===== src/rtl/tinychip_pkg.sv =====
// Shared definitions for the tinychip program loader: FSM encoding,
// error codes and default memory geometry.
package tinychip_pkg;

  localparam int unsigned ADDR_W_DEF  = 8;
  localparam int unsigned INSTR_W_DEF = 9;

  typedef enum logic [2:0] {
    ST_IDLE = 3'd0,
    ST_LEN  = 3'd1,
    ST_LO   = 3'd2,
    ST_HI   = 3'd3,
    ST_CHK  = 3'd4,
    ST_DONE = 3'd5,
    ST_ERR  = 3'd6
  } state_t;

  localparam logic [1:0] ERR_NONE     = 2'b00;
  localparam logic [1:0] ERR_ZERO_LEN = 2'b01;
  localparam logic [1:0] ERR_BAD_HI   = 2'b10;
  localparam logic [1:0] ERR_CHECKSUM = 2'b11;

endpackage


===== src/rtl/program_loader.sv =====
// Byte-stream program loader: length, N lo/hi instruction pairs and an XOR
// checksum are written into instruction memory while the core is held.
module program_loader
  import tinychip_pkg::*;
#(
  parameter int unsigned ADDR_W  = ADDR_W_DEF,
  parameter int unsigned INSTR_W = INSTR_W_DEF
) (
  input  logic               clk,
  input  logic               reset,
  input  logic               start,
  input  logic               in_valid,
  input  logic [7:0]         in_data,
  output logic               in_ready,
  output logic               im_we,
  output logic [ADDR_W-1:0]  im_addr,
  output logic [INSTR_W-1:0] im_wdata,
  output logic               core_hold,
  output logic               done,
  output logic               err,
  output logic [1:0]         err_code,
  output logic [ADDR_W-1:0]  loaded
);

  // Count width wide enough to compare the 8-bit length against the index
  localparam int unsigned CW = (ADDR_W > 8) ? ADDR_W : 8;

  state_t        state;
  logic [7:0]    len_r;
  logic [7:0]    lo_r;
  logic [7:0]    csum;
  logic [CW-1:0] next_cnt;
  logic          last_instr;
  logic          xfer;

  assign xfer = in_valid & in_ready;

  always_comb begin
    next_cnt   = CW'(loaded) + CW'(1);
    last_instr = (next_cnt == CW'(len_r));
  end

  always_comb begin
    in_ready  = (state == ST_LEN) || (state == ST_LO) ||
                (state == ST_HI)  || (state == ST_CHK);
    done      = (state == ST_DONE);
    err       = (state == ST_ERR);
    core_hold = (state != ST_DONE);
  end

  always_ff @(posedge clk) begin
    if (!reset) begin
      state    <= ST_IDLE;
      len_r    <= '0;
      lo_r     <= '0;
      csum     <= '0;
      im_we    <= 1'b0;
      im_addr  <= '0;
      im_wdata <= '0;
      err_code <= ERR_NONE;
      loaded   <= '0;
    end else begin
      im_we <= 1'b0;
      case (state)
        ST_IDLE, ST_DONE, ST_ERR: begin
          if (start) begin
            state    <= ST_LEN;
            err_code <= ERR_NONE;
          end
        end
        ST_LEN: begin
          if (xfer) begin
            len_r  <= in_data;
            loaded <= '0;
            csum   <= in_data;
            if (in_data == 8'd0) begin
              state    <= ST_ERR;
              err_code <= ERR_ZERO_LEN;
            end else begin
              state <= ST_LO;
            end
          end
        end
        ST_LO: begin
          if (xfer) begin
            lo_r  <= in_data;
            csum  <= csum ^ in_data;
            state <= ST_HI;
          end
        end
        ST_HI: begin
          if (xfer) begin
            if (in_data[7:1] != 7'd0) begin
              state    <= ST_ERR;
              err_code <= ERR_BAD_HI;
            end else begin
              // loaded doubles as the write index; it advances with the strobe
              im_we    <= 1'b1;
              im_addr  <= loaded;
              im_wdata <= INSTR_W'({in_data[0], lo_r});
              loaded   <= loaded + 1'b1;
              csum     <= csum ^ in_data;
              state    <= last_instr ? ST_CHK : ST_LO;
            end
          end
        end
        ST_CHK: begin
          if (xfer) begin
            if (in_data == csum) begin
              state <= ST_DONE;
            end else begin
              state    <= ST_ERR;
              err_code <= ERR_CHECKSUM;
            end
          end
        end
        default: state <= ST_IDLE;
      endcase
    end
  end

endmodule

===== config.mk =====
export PLATFORM = sky130hd
export DESIGN_NAME = program_loader
export DESIGN_NICKNAME = d
export VERILOG_FILES = /design/src/rtl/tinychip_pkg.sv /design/src/rtl/program_loader.sv
export SDC_FILE = /design/constraint.sdc
export NUM_CORES = 1
export LEC_CHECK = 0
export CAP_MARGIN = 25
export CORE_UTILIZATION = 45
export DETAILED_ROUTE_END_ITERATION = 10
export GPL_ROUTABILITY_DRIVEN = 0
export PLACE_DENSITY = 0.67
export SLEW_MARGIN = 20
export SYNTH_ARGS = -nofsm -noshare
export SYNTH_HDL_FRONTEND = slang
export SYNTH_SLANG_ARGS = --single-unit

===== constraint.sdc =====
create_clock -name clk -period 3.1 [get_ports clk]
set_input_delay 0.31 -clock clk [delete_from_list [all_inputs] [get_ports clk]]
set_output_delay 0.31 -clock clk [all_outputs]
set_load 0.03 [all_outputs]

==> results.tsv <==
metric	value	unit
critical path class	reg -> out	
post-CTS sizing	0	
Max clock buf depth	2	
Clock Tree Root	clkbuf_8	
hpwl dp	4.60	mm
Hold Fails Final Rpt	0	
Initial Util	47.7	%
WP data required	2.79	ns
PnR Total Power	1.41	mW
Num CTS Buffers	5	
Worst Setup SP	state[2]$_SDFFE_PN0P_	
xor and xnor area share after synthesis	5.49	%
largest net degree at the start of global routing	50	
All-Layer GR Usage	22.2	%
Iter 0 DRT Violations	257	
I/O pins	44	
top cells by area, synth	dfxtp_1, nand2_1, a21oi_1	
vias in the first global route	2360	
Synth Cell Area	2870	um^2
mux share of post-synthesis cell area	3.48	%
die height	81.9	um
Cell variety after synth	55	
Vias/cell	5.52	
Pre-antenna DRT Iters	4	
share of the synthesized area in the top cell type	38.3	%
Via Count	2686	
H-tree depth	2	
Antenna Cells	0	
P_leak	1.18	nW
period utilization	78.8	%
GRT overflow	0	
layout cells sized above 1	5.83	%
minimum clock period	2.44	ns
CTS tree	done	
maximum clock rate	0.409	GHz
Async SR Flop Fraction	0	%
Synth area leader	dfxtp_1	
max-cap violations	0	
total core area	6030	um^2
sequential share of the synthesized area	38.3	%
worst skew pair latency	0.32	ns
Slew @ Worst Pin	0.635	ns
Critical Path Source Type	register	
final wirelength	6.85	mm
clock transition at the registers of the reported paths	0.10	ns
Yosys reg bits	55	
first-pass GRT wire length	11.6	mm
reg2reg end	state[2]$_SDFFE_PN0P_	
top cells by instance count after synthesis	nand2_1, dfxtp_1, a21oi_1	
post-CTS setup buffer count	0	
final hold slack	0.453	ns
worst-path maximum fanout	14	
max-slew violations	0	
IO Port Bufs	43	
Post-synth EDFFs	0	
initial antenna violation count	0	
Power Dens Cells	409	nW/um^2
area delta synth->final	19.7	%
fin util	57.1	%
Post-Synth Simple-Gate Area	25.9	%
clk sinks	55	
CTS hold repair buffers	0	
Avg Cell Area, Syn	7.60	um^2
Rows	28	
status	finished, final reports clean	
reg-to-reg critical path startpoint	loaded[0]$_SDFFE_PN0P_	
Clock Skews	0.00565	ns
drt wl/cell	14.1	um
Max-slew headroom	57.7	%
final setup violation count	0	
RSZ-0062 raised after global routing	no	
adder-cell area share of the yosys netlist	0.435	%
Min-Delay Path Class	reg -> reg	
Setup TNS	0	ns
Die X	81.9	um
Mapped Nets	391	
end of the critical path	done	
r2r setup slk	0.88	ns
Synth Flop Type	dfxtp_1	
post-route ant nets	0	
worst r2r path cells	6	
Total Nets Final	424	
Post-Syn Instances	378	
post-synthesis compound-gate area fraction	21.8	%
most frequent cell after synthesis	nand2_1	
Die Area	6710	um^2
CP Capture Type	output port	
critical path arrival	2.13	ns
largest family of logic cells by synthesized area	simple AND/OR/NAND/NOR gates	
drt drc	0	
synth warn	0	
Max VDD drop	0.259	mV
==> metrics by stage <==
| step | cell area, um^2 | setup slack, ns | instances |
|---|---|---|---|
| 2_1_floorplan | 2870 | 1.13 | 378 |
| 3_3_place_gp | 3340 | 0.624 | 479 |
| 3_5_place_dp | 3340 | 0.614 | 479 |
| 4_1_cts | 3440 | 0.646 | 487 |
| 5_1_grt | 3440 | 0.507 | 487 |
| 6_report | 3440 | 0.656 | 487 |
==> critical path: stages (launching register included) <==
cell and delay (ns):
dfxtp_1 0.62, inv_1 0.19, nor2_1 0.20, nand2_1 0.09
inv_1 0.06, clkdlybuf4s50_1 0.66
==> kinds of logic (layout without fill, tap and decap cells) <==
logic type,Yosys count,after routing
AND/OR/NAND/NOR,159,159
AO/OA/AOI/OAI,104,104
buffers and inverters,31,65
adder cells (fa/ha/maj),1,1
XOR/XNOR,18,18
multiplexers,10,10
flip-flops,55,55
==> layout by cell type (no fill, tap or decap), types with 4 or more instances in the layout <==
master and n:
nor2_1 38, dfxtp_1 55, buf_4 6, nand2b_1 4, nand2_1 78, a31oi_1 4, xor2_1 12, clkdlybuf4s50_1 43
xnor2_1 6, a21oi_1 48, o31ai_1 9, clkbuf_8 5, nand3_1 5, o21ai_0 15, mux2i_1 10, o21ai_1 6
inv_1 6, and3_1 4
==> layer usage <==
layer,track usage [%],share of wire (%),up-vias
met5,0,0,-
met4,7.72,1.3,0
met3,3.67,3.8,6
met2,33.3,46,64
met1,31.9,49,1237
li1,-,-,1379
==> registers in the layout, summed over array words and instances, names as in the netlist <==
| name | flops |
|---|---|
| csum | 8 |
| err_code | 2 |
| im_addr | 8 |
| im_wdata | 9 |
| im_we | 1 |
| len_r | 8 |
| lo_r | 8 |
| loaded | 8 |
| state | 3 |
==> power breakdown <==
group          internal [mW]  switching [mW]  leakage [nW]  total, mW
Combinational         0.0913           0.137         0.688      0.228
Sequential             0.730          0.0237         0.445      0.754
Clock                  0.167           0.259        0.0463      0.425
Total                  0.988           0.419          1.18       1.41
==> area by class of cell <==
cell class | count | area [um^2]
clock buffer | 5 | 68.8
clock inverter | 3 | 27.5
fill | 589 | 2590
inverter | 8 | 30.0
multi-input combinational | 292 | 1640
sequential | 55 | 1100
tap | 75 | 93.8
timing repair buffer | 49 | 475
==> how the worst min path moves through the flow <==
stage / startpoint / endpoint / slack (ns) / cells after the start
CTS: err_code[1]$_SDFFE_PN0P_ / err_code[1]$_SDFFE_PN0P_ / 0.46 / 2
global route: im_addr[2]$_SDFFE_PN0P_ / im_addr[2]$_SDFFE_PN0P_ / 0.48 / 2
finish: err_code[1]$_SDFFE_PN0P_ / err_code[1]$_SDFFE_PN0P_ / 0.45 / 2
detailed placement: err_code[1]$_SDFFE_PN0P_ / err_code[1]$_SDFFE_PN0P_ / 0.44 / 2
global placement: err_code[1]$_SDFFE_PN0P_ / err_code[1]$_SDFFE_PN0P_ / 0.44 / 2
floorplan: lo_r[0]$_SDFFE_PN0P_ / im_wdata[0]$_SDFFE_PN0P_ / 0.43 / 2
No activity file was read; power rests on OpenSTA's default activity.
